==> src/rtl/mips_pkg.sv <==
// Shared MIPS encoding constants, symbolic op codes and loader FSM states.
// The opcode/funct values match those decoded by the ControlUnit.
package mips_pkg;

    typedef enum logic [3:0] {
        OP_ADD  = 4'd0,
        OP_SUB  = 4'd1,
        OP_AND  = 4'd2,
        OP_OR   = 4'd3,
        OP_SLT  = 4'd4,
        OP_LW   = 4'd5,
        OP_SW   = 4'd6,
        OP_BEQ  = 4'd7,
        OP_ADDI = 4'd8
    } op_e;

    localparam logic [5:0] OPC_RTYPE = 6'b000000;
    localparam logic [5:0] OPC_LW    = 6'b100011;
    localparam logic [5:0] OPC_SW    = 6'b101011;
    localparam logic [5:0] OPC_BEQ   = 6'b000100;
    localparam logic [5:0] OPC_ADDI  = 6'b001000;

    localparam logic [5:0] FN_ADD = 6'b100000;
    localparam logic [5:0] FN_SUB = 6'b100010;
    localparam logic [5:0] FN_AND = 6'b100100;
    localparam logic [5:0] FN_OR  = 6'b100101;
    localparam logic [5:0] FN_SLT = 6'b101010;

    typedef enum logic [1:0] {
        ST_IDLE  = 2'd0,
        ST_LOAD  = 2'd1,
        ST_DRAIN = 2'd2,
        ST_DONE  = 2'd3
    } state_e;

    function automatic logic [31:0] r_word(input logic [4:0] rs, input logic [4:0] rt,
                                           input logic [4:0] rd, input logic [5:0] fn);
        return {OPC_RTYPE, rs, rt, rd, 5'b00000, fn};
    endfunction

    function automatic logic [31:0] i_word(input logic [5:0] opc, input logic [4:0] rs,
                                           input logic [4:0] rt, input logic [15:0] imm);
        return {opc, rs, rt, imm};
    endfunction

endpackage

==> src/rtl/mips_word_pack.sv <==
// Combinational packer: symbolic op plus fields -> 32-bit MIPS word and a legal flag.
module mips_word_pack
    import mips_pkg::*;
(
    input  logic [3:0]  op_i,
    input  logic [4:0]  rs_i,
    input  logic [4:0]  rt_i,
    input  logic [4:0]  rd_i,
    input  logic [15:0] imm_i,
    output logic [31:0] word_o,
    output logic        legal_o
);

    always_comb begin
        word_o  = 32'h0;
        legal_o = 1'b1;
        case (op_i)
            OP_ADD:  word_o = r_word(rs_i, rt_i, rd_i, FN_ADD);
            OP_SUB:  word_o = r_word(rs_i, rt_i, rd_i, FN_SUB);
            OP_AND:  word_o = r_word(rs_i, rt_i, rd_i, FN_AND);
            OP_OR:   word_o = r_word(rs_i, rt_i, rd_i, FN_OR);
            OP_SLT:  word_o = r_word(rs_i, rt_i, rd_i, FN_SLT);
            OP_LW:   word_o = i_word(OPC_LW, rs_i, rt_i, imm_i);
            OP_SW:   word_o = i_word(OPC_SW, rs_i, rt_i, imm_i);
            OP_BEQ:  word_o = i_word(OPC_BEQ, rs_i, rt_i, imm_i);
            OP_ADDI: word_o = i_word(OPC_ADDI, rs_i, rt_i, imm_i);
            default: legal_o = 1'b0;
        endcase
    end

endmodule

==> src/rtl/mips_instr_encoder.sv <==
// Program loader: accepts symbolic instruction requests, encodes them and writes
// them sequentially into instruction memory starting at BASE_ADDR.
module mips_instr_encoder
    import mips_pkg::*;
#(
    parameter int ADDR_W    = 6,
    parameter int BASE_ADDR = 0
) (
    input  logic              clk,
    input  logic              rst_n,
    input  logic              start,
    input  logic              finish,
    input  logic              req_valid,
    output logic              req_ready,
    input  logic [3:0]        req_op,
    input  logic [4:0]        req_rs,
    input  logic [4:0]        req_rt,
    input  logic [4:0]        req_rd,
    input  logic [15:0]       req_imm,
    output logic              imem_we,
    output logic [ADDR_W-1:0] imem_addr,
    output logic [31:0]       imem_wdata,
    output logic [ADDR_W:0]   count,
    output logic              busy,
    output logic              done,
    output logic              err_illegal,
    output state_e            dbg_state
);

    localparam int                DEPTH   = 2 ** ADDR_W;
    localparam logic [ADDR_W-1:0] BASE    = ADDR_W'(BASE_ADDR);
    localparam logic [ADDR_W:0]   DEPTH_C = (ADDR_W + 1)'(DEPTH);

    state_e              state_q;
    logic [ADDR_W-1:0]   ptr_q, ptr_d;
    logic [ADDR_W:0]     count_q, count_d;
    logic                we_q;
    logic [ADDR_W-1:0]   addr_q;
    logic [31:0]         wdata_q;
    logic                err_q;
    logic [31:0]         word;
    logic                legal;
    logic                accept;

    mips_word_pack u_pack (
        .op_i    (req_op),
        .rs_i    (req_rs),
        .rt_i    (req_rt),
        .rd_i    (req_rd),
        .imm_i   (req_imm),
        .word_o  (word),
        .legal_o (legal)
    );

    // Handshake: a request transfers on any rising edge where req_valid && req_ready;
    // req_ready depends only on registered state, so the requester may hold valid freely.
    assign req_ready = (state_q == ST_LOAD) && (count_q < DEPTH_C);
    assign accept    = req_valid && req_ready;
    assign ptr_d     = ptr_q + 1'b1;
    assign count_d   = count_q + 1'b1;

    always_ff @(posedge clk or negedge rst_n) begin
        if (!rst_n) begin
            state_q <= ST_IDLE;
            ptr_q   <= BASE;
            count_q <= '0;
            we_q    <= 1'b0;
            addr_q  <= BASE;
            wdata_q <= 32'h0;
            err_q   <= 1'b0;
        end else begin
            we_q <= 1'b0;
            case (state_q)
                ST_IDLE, ST_DONE: begin
                    if (start) begin
                        state_q <= ST_LOAD;
                        ptr_q   <= BASE;
                        count_q <= '0;
                        addr_q  <= BASE;
                        err_q   <= 1'b0;
                    end
                end
                ST_LOAD: begin
                    // Illegal ops complete the handshake but leave pointer and count alone.
                    if (accept) begin
                        if (legal) begin
                            we_q    <= 1'b1;
                            addr_q  <= ptr_q;
                            wdata_q <= word;
                            ptr_q   <= ptr_d;
                            count_q <= count_d;
                        end else begin
                            err_q <= 1'b1;
                        end
                    end
                    if (finish) state_q <= ST_DRAIN;
                end
                ST_DRAIN: state_q <= ST_DONE;
                default:  state_q <= ST_IDLE;
            endcase
        end
    end

    assign imem_we     = we_q;
    assign imem_addr   = addr_q;
    assign imem_wdata  = wdata_q;
    assign count       = count_q;
    assign busy        = (state_q == ST_LOAD) || (state_q == ST_DRAIN);
    assign done        = (state_q == ST_DONE);
    assign err_illegal = err_q;
    assign dbg_state   = state_q;

endmodule
==> config.mk <==
export PLATFORM = sky130hd
export DESIGN_NAME = mips_instr_encoder
export DESIGN_NICKNAME = d
export VERILOG_FILES = /design/src/rtl/mips_pkg.sv /design/src/rtl/mips_word_pack.sv /design/src/rtl/mips_instr_encoder.sv
export SDC_FILE = /design/constraint.sdc
export NUM_CORES = 1
export LEC_CHECK = 0
export ABC_AREA = 1
export CORE_MARGIN = 3
export CORE_UTILIZATION = 40
export CTS_CLUSTER_SIZE = 20
export DETAILED_ROUTE_END_ITERATION = 8
export PLACE_DENSITY = 0.76
export SLEW_MARGIN = 20
export SYNTH_ARGS = -nofsm -noshare
export SYNTH_HDL_FRONTEND = slang
export SYNTH_SLANG_ARGS = --single-unit
==> constraint.sdc <==
create_clock -name clk -period 1.6 [get_ports clk]
set_input_delay 0.24 -clock clk [delete_from_list [all_inputs] [get_ports clk]]
set_output_delay 0.24 -clock clk [all_outputs]
set_load 0.05 [all_outputs]
==> Yosys cells after proc, flatten, opt, wreduce, memory -nomap -nowiden <==
Index checks and enable logic that the tools add are counted.
{ "word_totals": {"regBits": 55, "input_bits": 40, "out_inout_bits": 52, "elab_cells": 61} }
{ "classes": {"n_addsub": 2, "n_lt_le_gt_ge": 1, "eq_ne": 16, "n_mux": 23, "reduce_logical": 12} }
{ "op_table": {"columns": ["op", "count"], "rows": [
  ["case mux 32 bit (9 select lines)", 1],
  ["2-to-1 mux 6 bit", 5],
  ["case mux 6 bit (2 select lines)", 2],
  ["2-to-1 mux 7 bit", 3],
  ["== test 4 x 3 -> 1 bit, second input constant", 4],
  ["case mux 7 bit (2 select lines)", 1],
  ["!= test 2 bit, second input constant", 5],
  ["OR reduction 9 bit", 1],
  ["== test 4 x 2 -> 1 bit, second input constant", 2],
  ["AND reduction 4 bit", 2],
  ["adder 7 x 1 -> 7 bit, second input constant", 1],
  ["< comparator 7 bit, second input constant", 1],
  ["2-to-1 mux 1 bit", 7],
  ["adder 6 x 1 -> 6 bit, second input constant", 1],
  ["case mux 2 bit (3 select lines)", 1],
  ["== test 2 bit, second input constant", 2],
  ["== test 4 x 1 -> 1 bit, second input constant", 1],
  ["== test 4 bit, second input constant", 1],
  ["zero test 4 bit", 1],
  ["2-to-1 mux 2 bit", 2],
  ["AND reduction 3 bit", 1],
  ["== test 2 x 1 -> 1 bit, second input constant", 1],
  ["logical AND 1 bit", 2],
  ["zero test 2 bit", 1],
  ["5 further kinds", 5]
]} }

==> Logic depth before layout (Yosys ltp) <==
Gate-level depths: netlist of the first run.
{ "logic_depth": {"ltp_word": 6, "ltp_mapped": 11, "ltp_nobuf": 10} }

==> Hierarchy <==
Synthesis of the first run repeated with hierarchy kept, for this count alone.
{ "hier_totals": {"cells_unflattened": 359, "hier_area_um2": 2773.9} }
{ "by_module_without_submodules": {"columns": ["module", "n_inst", "cells_per_inst", "area_each_um2"], "rows": [
  ["mips_instr_encoder", 1, 276, 2393.5],
  ["mips_word_pack", 1, 83, 380.4]
]} }

==> Least setup slack after synthesis of the first run <==
No wires, ideal clock.
{ "synth_timing": {"path_kind": "flip-flop to flip-flop", "from": "reg state_q[0] (netlist: dbg_state[0])", "to": "reg wdata_q[5] (netlist: imem_wdata[5])", "t_arrival_ns": 1.935, "required_ns": 1.479, "setup_slack_ns": -0.455, "stages_incl_launch_ff": 11, "cell_sequence": "dfrtp_1 ha_1 inv_2 nor2_4 nand2_1 a21oi_2 inv_2 buf_6 buf_6 nand2_1 nand2_1"} }
{ "synth_between": {"elab_chain_cells": 4} }
{ "synth_rtl": {"columns": ["element", "line_no", "text"], "rows": [
  ["start, declared", "mips_instr_encoder.sv:34", "state_e state_q;"],
  ["start signal, assigned", "mips_instr_encoder.sv:64", "state_q <= ST_IDLE;"],
  ["start signal, assigned", "mips_instr_encoder.sv:76", "state_q <= ST_LOAD;"],
  ["start signal, assigned", "mips_instr_encoder.sv:96", "if (finish) state_q <= ST_DRAIN;"],
  ["== test 2 x 1 -> 1 bit", "mips_instr_encoder.sv:57", "assign req_ready = (state_q == ST_LOAD) && (count_q < DEPTH_C);"],
  ["logical AND 1 bit", "mips_instr_encoder.sv:57", null],
  ["named net req_ready", "mips_instr_encoder.sv:14", "output logic req_ready,"],
  ["logical AND 1 bit", "mips_instr_encoder.sv:58", "assign accept = req_valid && req_ready;"],
  ["AND reduction 3 bit (no source line)", null, null],
  ["end signal, assigned", "mips_instr_encoder.sv:89", "wdata_q <= word;"],
  ["end, declared", "mips_instr_encoder.sv:39", "logic [31:0] wdata_q;"]
]} }
The timed path passes the listed nets, and every way through them passes these cells.
A chain may end at the register's enable or synchronous reset.

==> Final worst setup path of the first run <==
{ "layout_timing": {"from": "reg state_q[1] (netlist: dbg_state[1])", "to": "out req_ready"} }
{ "layout_between": {"elab_chain_cells": 2} }
{ "layout_rtl": {"columns": ["element", "line_no"], "rows": [
  ["== test 2 x 1 -> 1 bit", "mips_instr_encoder.sv:57"],
  ["logical AND 1 bit", "mips_instr_encoder.sv:57"],
  ["end, declared", "mips_instr_encoder.sv:14"]
]} }
Every way passes these cells.

==> results of run 1 <==
-- layer usage --
metal / vias up / routed length, um / GRT usage [%]
met2: 50 / 3170 / 28.8
li1: 1189 / - / -
met5: - / 0 / 0
met3: 6 / 281 / 3.07
met4: 0 / 54 / 3.88
met1: 1089 / 2770 / 22.6
-- metrics by stage --
stage,instances,total power [W],cell area [sq um],hold WS (ns)
after global routing,495,0.00769,3700,0.415
after CTS,489,0.00699,3580,0.382
after floorplan,318,0.00486,2560,-0.0556
final,495,0.00729,3700,0.398
after detailed placement,477,0.00613,3450,0.178
after global placement,477,0.00607,3450,0.174
-- placed cells by master, fill, tap and decap left out, types with 2 or more instances in the layout --
master                            count
sky130_fd_sc_hd__inv_6                2
sky130_fd_sc_hd__inv_1               12
sky130_fd_sc_hd__o21bai_1             2
sky130_fd_sc_hd__clkbuf_8             6
sky130_fd_sc_hd__buf_4               59
sky130_fd_sc_hd__clkbuf_16            2
sky130_fd_sc_hd__buf_12               8
sky130_fd_sc_hd__nand3_1             23
sky130_fd_sc_hd__o21ai_1             18
sky130_fd_sc_hd__o21ai_0              4
sky130_fd_sc_hd__nand4_1              2
sky130_fd_sc_hd__nand2_1            152
sky130_fd_sc_hd__clkdlybuf4s50_1     38
sky130_fd_sc_hd__nor2_4               2
sky130_fd_sc_hd__or2_2                3
sky130_fd_sc_hd__o21a_1               2
sky130_fd_sc_hd__nand2_2              4
sky130_fd_sc_hd__ha_1                 3
sky130_fd_sc_hd__nor2_1               9
sky130_fd_sc_hd__inv_2                2
sky130_fd_sc_hd__dfrtp_1             50
sky130_fd_sc_hd__dfrtp_2              2
-- worst paths after layout --
kind,to,startpoint
worst max-delay path,req_ready,dbg_state[1]$_DFFE_PN0P_
worst min-delay path,imem_wdata[10]$_DFFE_PN0P_,rst_n
worst max register to register,count[2]$_DFFE_PN0P_,dbg_state[1]$_DFFE_PN0P_
worst min register to register,imem_wdata[10]$_DFFE_PN0P_,imem_wdata[10]$_DFFE_PN0P_
max in group asynchronous,dbg_state[1]$_DFFE_PN0P_,rst_n
min in group clk,imem_wdata[16]$_DFFE_PN0P_,req_rt[0]
-- cells by family after synthesis --
group,synth area share [%]
AND/OR/NAND/NOR,32.3
other,0.148
flip-flops,51.5
XOR/XNOR,0.347
buffers and inverters,7.48
adder cells (fa/ha/maj),1.98
AO/OA/AOI/OAI,6.29
-- critical path, delay by kind of cell (launching register included) --
| kind | cells | cell delay [ns] |
|---|---|---|
| and+or+nand+nor | 1 | 0.12 |
| adders and majority gates | 1 | 0.14 |
| DFF | 1 | 0.42 |
| buffers and inverters | 4 | 0.35 |
-- sequential cells by signal (all words and copies together) (netlist names) --
| register | cells |
|---|---|
| err_illegal | 1 |
| imem_we | 1 |
| imem_addr | 6 |
| dbg_state | 2 |
| imem_wdata | 29 |
| count | 7 |
| ptr_q | 6 |
-- timing repair --
item                                    4_1_cts  5_1_grt
resized for setup                             0       11
pin swaps                                     1        0
endpoints found under the hold margin        15        0
endpoints found under the setup margin       26       35
hold buffers                                  1        0
buffers inserted                              3        4
cloned                                        0        2
-- power breakdown --
group | internal (W) | total [W] | leakage (nW) | switching [W]
Sequential | 0.00173 | 0.00201 | 0.688 | 0.000280
Combinational | 0.00160 | 0.00448 | 1.14 | 0.00289
Clock | 0.000354 | 0.000787 | 0.0516 | 0.000433
Total | 0.00368 | 0.00729 | 1.88 | 0.00360
-- layout make-up --
type                            count  area (sq um)  area share (%)
Clock buffer                        6          82.6            2.23
Clock inverter                      2          13.8           0.372
Inverter                           16          67.6            1.83
Multi-Input combinational cell    234          1080            29.2
Sequential cell                    52          1300            35.2
Tap cell                           75          93.8            2.54
Timing Repair Buffer              110          1060            28.6
==> impl_metrics.ini, run 1 <==
[clock_network]
clk_latency_ns = 0.30
clock_path_buffers = 2
htreeDepth = 2
cts_made_buffers = 5
root_buffer_selected_by_cts = sky130_fd_sc_hd__clkbuf_8
tritoncts_clock_tree = yes
clock_sinks = 52
cts.clk_slew.worst_paths_ns = 0.10

[routing]
ant_nets = 0
post_drt_via_cell_ratio = 4.72
drt-total-wl_um = 6280
first_pass_iters = 4
drc_errors = 0
vias = 2334
average_routed_wire_per_standard_cell_um = 12.7
drt_iter0_drc = 75

[place]
gpl.final_weighted_congestion = 0.796
pre_cts_slack_ns = -0.127
placement.io_buffers = 90
detailedPlacementHpwl_um = 4420

[die]
initial_core_util_pct = 41.9
num_rows = 28
dieWidth_um = 85.5
die_height_um = 85.5
ports_placed_on_the_boundary = 92
coreArea_sq_um = 6030
fp.dieArea_sq_um = 7310

[timing]
layout_worst_path_cycle_share_pct = 98.7
worst_clock_skew_ns = 0.00997
worst_slack_ns = 0.0205
setup_viol = 0
final_hold_viol_count = 0
max_freq_mhz = 633
final_max_slew_viol_count = 0
grt_setup_unrepaired = yes
timing.final.crit_period_ns = 1.58
totalNegativeSetupSlack_ns = 0

[logic_synthesis]
synth_ff_type = sky130_fd_sc_hd__dfrtp_1
syn-mean-instance-area_sq_um = 7.95
yosys.cell_types.count = 25
synth-seq-cells = 52
ys_top_cells_by_count = sky130_fd_sc_hd__nand2_1 (155), sky130_fd_sc_hd__dfrtp_1 (52), sky130_fd_sc_hd__nand3_1 (24), sky130_fd_sc_hd__o21ai_1 (19), sky130_fd_sc_hd__inv_1 (13)
yosysWarnings = 0
postSynthCellCount = 318
syn-num-nets = 362
syn_area_sq_um = 2530
synth_top_cell_by_area = sky130_fd_sc_hd__dfrtp_1
most_used_standard_cell_by_instance_count_after_synthesis = sky130_fd_sc_hd__nand2_1
post_synth_main_area_contributors = sky130_fd_sc_hd__dfrtp_1 (51%), sky130_fd_sc_hd__nand2_1 (23%), sky130_fd_sc_hd__nand3_1 (4.8%)
synth_edf_count = 0
synth_sequential_area_ratio_pct = 51.5
synth_async_sr_flop_share_pct = 100
netlist.area_leader.share_pct = 51.5

[run]
number_of_max_cap_violations = 0

[critical_path]
cp_max_fo = 4
minimum_setup_slack_among_reg_to_reg_paths_ns = 0.03
critPathCaptureType = output pin
timing.setup.critical_path_class = reg2out
worst-r2r-cell-count = 11
data_arrival_time_of_the_critical_path_ns = 1.34
crit_required_ns = 1.36
list_of_cells_traversed_by_the_critical_path = inv_2 > ha_4 > inv_4 > nor2_4 > buf_6 > buf_12
worst_setup_sp_type = register
cpMaxStageDelayCell = sky130_fd_sc_hd__dfrtp_2
crit_path_max_incr_delay_ns = 0.42

[cells_and_area]
flow.area_growth_from_synthesis_pct = 46.4
diodes = 0
final_layout_size_suffix_gt1_share_pct = 23.8
fin_util_pct = 61.4
final.fill_count = 531
final_nets = 463

[power]
ir_drop_worst_case_vdd_v = 0.00197
p_per_area_nw_per_um2 = 1970
power.leakage_nw = 1.88

[global_route]
grt_use_total_pct = 16.9
initial_antenna_violation_count = 0
grt_pass1_wl_um = 10200
grt_pass1_vias = 2214
grt_overflow = 0
pin_count_of_the_biggest_net_entering_global_routing = 39

[outcome]
status = completed

[hold_path]
worst_hold_path_type = in2async
Note: power is estimated with default switching activity, not from simulation.
==> inputs of run 2 (changes only) <==
--- a/config.mk
+++ b/config.mk
@@ -7,11 +7,12 @@
 export LEC_CHECK = 0
 export ABC_AREA = 1
 export CORE_MARGIN = 3
-export CORE_UTILIZATION = 40
+export CORE_UTILIZATION = 48
 export CTS_CLUSTER_SIZE = 20
 export DETAILED_ROUTE_END_ITERATION = 8
-export PLACE_DENSITY = 0.76
+export PLACE_DENSITY = 0.85
 export SLEW_MARGIN = 20
 export SYNTH_ARGS = -nofsm -noshare
 export SYNTH_HDL_FRONTEND = slang
 export SYNTH_SLANG_ARGS = --single-unit
+export TNS_END_PERCENT = 20
==> constraint.sdc (replaced) <==
create_clock -name clk -period 1.9 [get_ports clk]
set_input_delay 0.285 -clock clk [delete_from_list [all_inputs] [get_ports clk]]
set_output_delay 0.285 -clock clk [all_outputs]
set_load 0.05 [all_outputs]
==> run 2 against run 1 <==
  * Die area down 16%
  * Register-to-register slack better by 0.18 ns
  * Critical endpoint is now count[1]
  * Sequential share of layout area up 1.5 points
  * Power down 21%
  * Non-clock buffer count down 14
  * Worst setup slack better by 0.016 ns
  * Clock skew down 0.0040 ns
  * Hold slack better by 0.062 ns
  * Wire length down 4.9%
  * Cell area down 4.0%
  * Sequential cell count unchanged
  * Critical path depth down 5
  * Critical path type unchanged
==> impl_metrics.ini, run 2 (synthesis results as in run 1) <==
[die]
initial_core_util_pct = 51.5
coreArea_sq_um = 4910
num_rows = 25
dieWidth_um = 78.6
die_height_um = 78.6
ports_placed_on_the_boundary = 92
fp.dieArea_sq_um = 6170

[cells_and_area]
final_common_cell = sky130_fd_sc_hd__nand2_1
final.fill_count = 405
flow.area_growth_from_synthesis_pct = 40.6
final_layout_size_suffix_gt1_share_pct = 8.37
diodes = 0
largest_reg_flops = 29
layout_common_cells = sky130_fd_sc_hd__nand2_1 (154), sky130_fd_sc_hd__clkdlybuf4s50_1 (82), sky130_fd_sc_hd__dfrtp_1 (50), sky130_fd_sc_hd__nand3_1 (24), sky130_fd_sc_hd__o21ai_1 (19)
final_nets = 449
area.sequential_sq_um = 1300
multiInputGateArea_sq_um = 1040
final-instance-count-excl-fill = 473
layout.cell_area.non_filler_sq_um = 3550

[clock_network]
root_buffer_selected_by_cts = sky130_fd_sc_hd__clkbuf_8
clk_latency_ns = 0.30
cts_made_buffers = 5
htreeDepth = 2
clock_path_buffers = 2
clock_sinks = 52
tritoncts_clock_tree = yes
post-cts-setup-buffer-count = 0
cts_hold_repair_buffers = 1
cts_repair_resize_count = 0
cts.clk_slew.worst_paths_ns = 0.08

[power]
ir_drop_worst_case_vdd_v = 0.00128
power.leakage_nw = 1.69
sequentialPowerShare_pct = 29.7
p_per_area_nw_per_um2 = 1620
sw_power_w = 0.00286
internal_power_w = 0.00290
p_comb_share_pct = 59.4
power_frac_clock_pct = 10.9
p_sw_share_pct = 49.7

[place]
placed_cells_incl_taps = 464
placement.io_buffers = 90
placed_cell_area_sq_um = 3450
detailedPlacementHpwl_um = 4490
gpl.final_weighted_congestion = 0.815

[timing]
max_freq_mhz = 536
layout_worst_path_cycle_share_pct = 98.1
final_hold_viol_count = 0
timing.final.crit_period_ns = 1.86
grt_setup_unrepaired = no
final_max_slew_viol_count = 0
final.hold.worst_slack_ns = 0.460
setup_viol = 0
max-slew-margin-rel_pct = 64.4
worst-slew-pin-transition_ns = 0.532
totalNegativeSetupSlack_ns = 0
worst_clock_skew_ns = 0.00592

[critical_path]
data_arrival_time_of_the_critical_path_ns = 1.58
list_of_cells_traversed_by_the_critical_path = clkdlybuf4s50_1
cpMaxStageDelayCell = sky130_fd_sc_hd__clkdlybuf4s50_1
cp_max_fo = 5
cp_bufs_invs = 1
crit_path_max_incr_delay_ns = 0.84
worst-r2r-cell-count = 9
critPathCaptureType = output pin
crit_required_ns = 1.62
worst_setup_sp_type = register
crit_family = buffers and inverters
timing.setup.critical_path_class = reg2out
critical_path_cell_count = 1

[global_route]
pin_count_of_the_biggest_net_entering_global_routing = 39
grt_pass1_wl_um = 9990
grt_overflow = 0
grt_use_total_pct = 20.0
grt_pass1_vias = 2211
initial_antenna_violation_count = 0

[hold_path]
worst_hold_path_type = in2async

[run]
number_of_max_cap_violations = 0

[outcome]
status = completed

[routing]
post_drt_via_cell_ratio = 4.79
drt-total-wl_um = 5970
drc_errors = 0
average_routed_wire_per_standard_cell_um = 12.6
vias = 2265
ant_nets = 0
first_pass_iters = 4
drt_iter0_drc = 102
run 2: per-stage QoR:
step / total power [W] / util, % / setup WS [ns]
2_1_floorplan: 0.00402 / - / 0.000157
4_1_cts: 0.00581 / 72.4 / 0.0284
3_3_place_gp: 0.00510 / 70.3 / 0.196
3_5_place_dp: 0.00517 / 70.3 / 0.103
6_report: 0.00576 / 72.4 / 0.0360
5_1_grt: 0.00608 / 72.4 / 0.00205
run 2: routing by layer:
| layer | global-route usage (%) | share of wire [%] | vias to the layer above |
|---|---|---|---|
| li1 | - | - | 1167 |
| met1 | 25.8 | 45 | 1033 |
| met2 | 34.4 | 49 | 60 |
| met3 | 3.10 | 4.7 | 5 |
| met4 | 6.47 | 1.2 | 0 |
| met5 | 0 | 0 | - |
run 2: power groups by stage:
stage	logic (W)	registers (W)	clock network [W]
2_1_floorplan	0.00116	0.00285	0
3_3_place_gp	0.00338	0.00171	0
3_5_place_dp	0.00344	0.00173	0
4_1_cts	0.00346	0.00171	0.000649
5_1_grt	0.00364	0.00175	0.000692
6_report	0.00342	0.00171	0.000627
run 2: worst reg2reg max path: cells and delay by family (launching register included):
kind | cells | cell delay [ns]
adder cells (fa/ha/maj) | 1 | 0.17
buffers and inverters | 3 | 0.37
AO/OA/AOI/OAI | 1 | 0.17
flip-flops | 1 | 0.43
AND/OR/NAND/NOR | 4 | 0.46
run 2: final timing paths:
check	end	slack, ns	start
max	count[1]	0.04	count[1]$_DFFE_PN0P_
min	ptr_q[1]$_DFFE_PN0P_	0.46	rst_n
min reg2reg	imem_wdata[24]$_DFFE_PN0P_	0.48	imem_wdata[24]$_DFFE_PN0P_
max reg2reg	imem_wdata[4]$_DFFE_PN0P_	0.21	dbg_state[1]$_DFFE_PN0P_
max in group asynchronous	imem_we$_DFF_PN0_	0.92	rst_n
min in group clk	imem_wdata[24]$_DFFE_PN0P_	0.48	imem_wdata[24]$_DFFE_PN0P_
run 2: cell type report:
cell class / count / area share (%)
tap: 67 / 2.36
timing repair buffer: 96 / 27.5
clock buffer: 8 / 2.54
sequential: 52 / 36.7
multi-input combinational: 234 / 29.3
inverter: 16 / 1.69
==> inputs of run 3 (changes only) <==
--- a/config.mk
+++ b/config.mk
@@ -10,7 +10,7 @@
 export CORE_UTILIZATION = 48
 export CTS_CLUSTER_SIZE = 20
 export DETAILED_ROUTE_END_ITERATION = 8
-export PLACE_DENSITY = 0.85
+export PLACE_DENSITY = 0.82
 export SLEW_MARGIN = 20
 export SYNTH_ARGS = -nofsm -noshare
 export SYNTH_HDL_FRONTEND = slang
==> run 3 against run 2 <==
  * Register-to-register slack lost 0.06 ns
  * Die area is the same
  * Clock power grew 20%
  * Sequential share of layout area shrank 0.14 points
  * Critical path type unchanged
  * Cell area grew 0.39%
  * Power grew 1.9%
==> impl_metrics.ini, run 3 (synthesis results as in run 1) <==
[outcome]
status = completed

[critical_path]
cp_max_fo = 5
rr_startpoint = dbg_state[1]$_DFFE_PN0P_
worst_setup_sp_type = register
data_arrival_time_of_the_critical_path_ns = 1.56
reg2reg_to = imem_wdata[15]$_DFFE_PN0P_
crit_family = buffers and inverters
cp_bufs_invs = 1
minimum_setup_slack_among_reg_to_reg_paths_ns = 0.15
timing.critical_path.to = count[5]
crit_path_start = count[5]$_DFFE_PN0P_
cpMaxStageDelayCell = sky130_fd_sc_hd__clkdlybuf4s50_1
list_of_cells_traversed_by_the_critical_path = clkdlybuf4s50_1
critical_path_cell_count = 1
timing.setup.critical_path_class = reg2out
crit_path_max_incr_delay_ns = 0.83
worst-r2r-cell-count = 9
critPathCaptureType = output pin
crit_required_ns = 1.62

[routing]
average_routed_wire_per_standard_cell_um = 13.4
drt_iter0_drc = 139
drc_errors = 0
post_drt_via_cell_ratio = 4.96
drt-total-wl_um = 6340
route.top_layer_used = met4
first_pass_iters = 4
ant_nets = 0
route.met3.wl_um = 389
met1_length_um = 2740
vias = 2340
met2RoutedLength_um = 3090

[timing]
final_hold_viol_count = 0
final_max_slew_viol_count = 0
timing.final.crit_period_ns = 1.85
worst-slew-pin-transition_ns = 0.639
grt_setup_unrepaired = yes
worst_slack_ns = 0.0546
max-slew-margin-rel_pct = 57.4
worst_clock_skew_ns = 0.00933
setup_viol = 0
layout_worst_path_cycle_share_pct = 97.1
max_freq_mhz = 542

[cells_and_area]
diodes = 0
area.sequential_sq_um = 1300
final_common_cell = sky130_fd_sc_hd__nand2_1
multiInputGateArea_sq_um = 1040
largest_reg_flops = 29
final.fill_count = 404
final-instance-count-excl-fill = 472
final_layout_size_suffix_gt1_share_pct = 8.40
layout_common_cells = sky130_fd_sc_hd__nand2_1 (154), sky130_fd_sc_hd__clkdlybuf4s50_1 (80), sky130_fd_sc_hd__dfrtp_1 (50), sky130_fd_sc_hd__nand3_1 (24), sky130_fd_sc_hd__o21ai_1 (19)
flow.area_growth_from_synthesis_pct = 41.1
final_nets = 448

[die]
coreArea_sq_um = 4910
die_height_um = 78.6
ports_placed_on_the_boundary = 92
dieWidth_um = 78.6
num_rows = 25
initial_core_util_pct = 51.5
fp.dieArea_sq_um = 6170

[clock_network]
cts_hold_repair_buffers = 0
cts.clk_slew.worst_paths_ns = 0.09
clock_path_buffers = 2
cts_made_buffers = 5
clock_sinks = 52
root_buffer_selected_by_cts = sky130_fd_sc_hd__clkbuf_8
htreeDepth = 2
clk_latency_ns = 0.31
tritoncts_clock_tree = yes

[place]
placement.io_buffers = 90
gpl.final_weighted_congestion = 0.822
pre_cts_slack_ns = 0.117
detailedPlacementHpwl_um = 4520
placed_cells_incl_taps = 464

[global_route]
grt_use_total_pct = 21.3
grt_pass1_wl_um = 10300
grt_overflow = 0
grt_pass1_vias = 2174
initial_antenna_violation_count = 0
pin_count_of_the_biggest_net_entering_global_routing = 53

[power]
p_sw_share_pct = 49.2
p_per_area_nw_per_um2 = 1640
sequentialPowerShare_pct = 29.0
internal_power_w = 0.00298
power.leakage_nw = 1.76
sw_power_w = 0.00288
power_frac_clock_pct = 12.8
p_comb_share_pct = 58.2
ir_drop_worst_case_vdd_v = 0.00132

[hold_path]
worst_hold_path_type = in2async

[run]
number_of_max_cap_violations = 0
==> run 3: cell count changes in the layout (fill, tap and decap cells not counted) <==
cell / delta
sky130_fd_sc_hd__clkinv_2: +1
sky130_fd_sc_hd__clkdlybuf4s50_1: -2
sky130_fd_sc_hd__clkinvlp_4: +1
sky130_fd_sc_hd__buf_12: -1
sky130_fd_sc_hd__dlymetal6s2s_1: +4
sky130_fd_sc_hd__bufinv_16: +1
sky130_fd_sc_hd__clkbuf_1: -2
sky130_fd_sc_hd__dlygate4sd3_1: -1
sky130_fd_sc_hd__clkbuf_8: -1
sky130_fd_sc_hd__buf_4: -1
==> run 3: what timing repair did <==
action | CTS | global route
hold endpoints to repair | 0 | 0
setup endpoints to repair | 0 | 6
resized for setup | 0 | 4
buffers inserted | 0 | 0
==> run 3: worst min path at each step <==
stage               startpoint                    endpoint  slack, ns  cells past startpoint
finish                   rst_n  imem_wdata[16]$_DFFE_PN0P_       0.08                      2
global route             rst_n    imem_addr[5]$_DFFE_PN0P_       0.13                      2
CTS                      rst_n        ptr_q[0]$_DFFE_PN0P_        0.1                      2
detailed placement       rst_n        ptr_q[0]$_DFFE_PN0P_       0.44                      2
global placement         rst_n        ptr_q[0]$_DFFE_PN0P_       0.44                      2
floorplan                rst_n        count[0]$_DFFE_PN0P_      -0.01                      0
==> run 3: power groups by stage <==
| stage | Sequential [W] | Combinational (W) | Clock (W) |
|---|---|---|---|
| finish | 0.00170 | 0.00341 | 0.000751 |
| global route | 0.00176 | 0.00362 | 0.000818 |
| CTS | 0.00170 | 0.00345 | 0.000770 |
| detailed placement | 0.00172 | 0.00344 | 0 |
| global placement | 0.00171 | 0.00338 | 0 |
| floorplan | 0.00285 | 0.00116 | 0 |
==> run 3: stage by stage <==
| stage | setup TNS, ns | power, W | util (%) | instance area (sq um) | hold WS (ns) |
|---|---|---|---|---|---|
| CTS | 0 | 0.00592 | 72.4 | 3560 | 0.0997 |
| global placement | 0 | 0.00509 | 70.2 | 3450 | 0.435 |
| global route | -0.0245 | 0.00620 | 72.6 | 3570 | 0.128 |
| detailed placement | 0 | 0.00516 | 70.2 | 3450 | 0.437 |
| finish | 0 | 0.00587 | 72.6 | 3570 | 0.0784 |
| floorplan | 0 | 0.00402 | - | 2530 | -0.0106 |
==> run 3: worst register-to-register path, stage by stage, from the launching register on <==
cell,delay (ns)
sky130_fd_sc_hd__dfrtp_2,0.44
sky130_fd_sc_hd__inv_1,0.06
sky130_fd_sc_hd__ha_1,0.19
sky130_fd_sc_hd__inv_2,0.09
sky130_fd_sc_hd__nor2_4,0.16
sky130_fd_sc_hd__nand2_2,0.08
sky130_fd_sc_hd__a21oi_2,0.16
sky130_fd_sc_hd__inv_2,0.24
sky130_fd_sc_hd__nand2_1,0.14
sky130_fd_sc_hd__nand2_1,0.07
==> run 3: metal layers <==
metal / up-vias / track usage (%)
met1: 1088 / 27.4
met5: - / 0
met2: 73 / 34.9
li1: 1166 / -
met4: 0 / 9.27
met3: 13 / 4.24
==> run 3: cell type report <==
| cell class | count | share of cell area, % |
|---|---|---|
| Sequential cell | 52 | 36.5 |
| Multi-Input combinational cell | 234 | 29.1 |
| Timing Repair Buffer | 95 | 27.1 |
| Tap cell | 67 | 2.35 |
| Clock buffer | 5 | 1.93 |
| Inverter | 16 | 1.68 |
| Clock inverter | 3 | 1.19 |
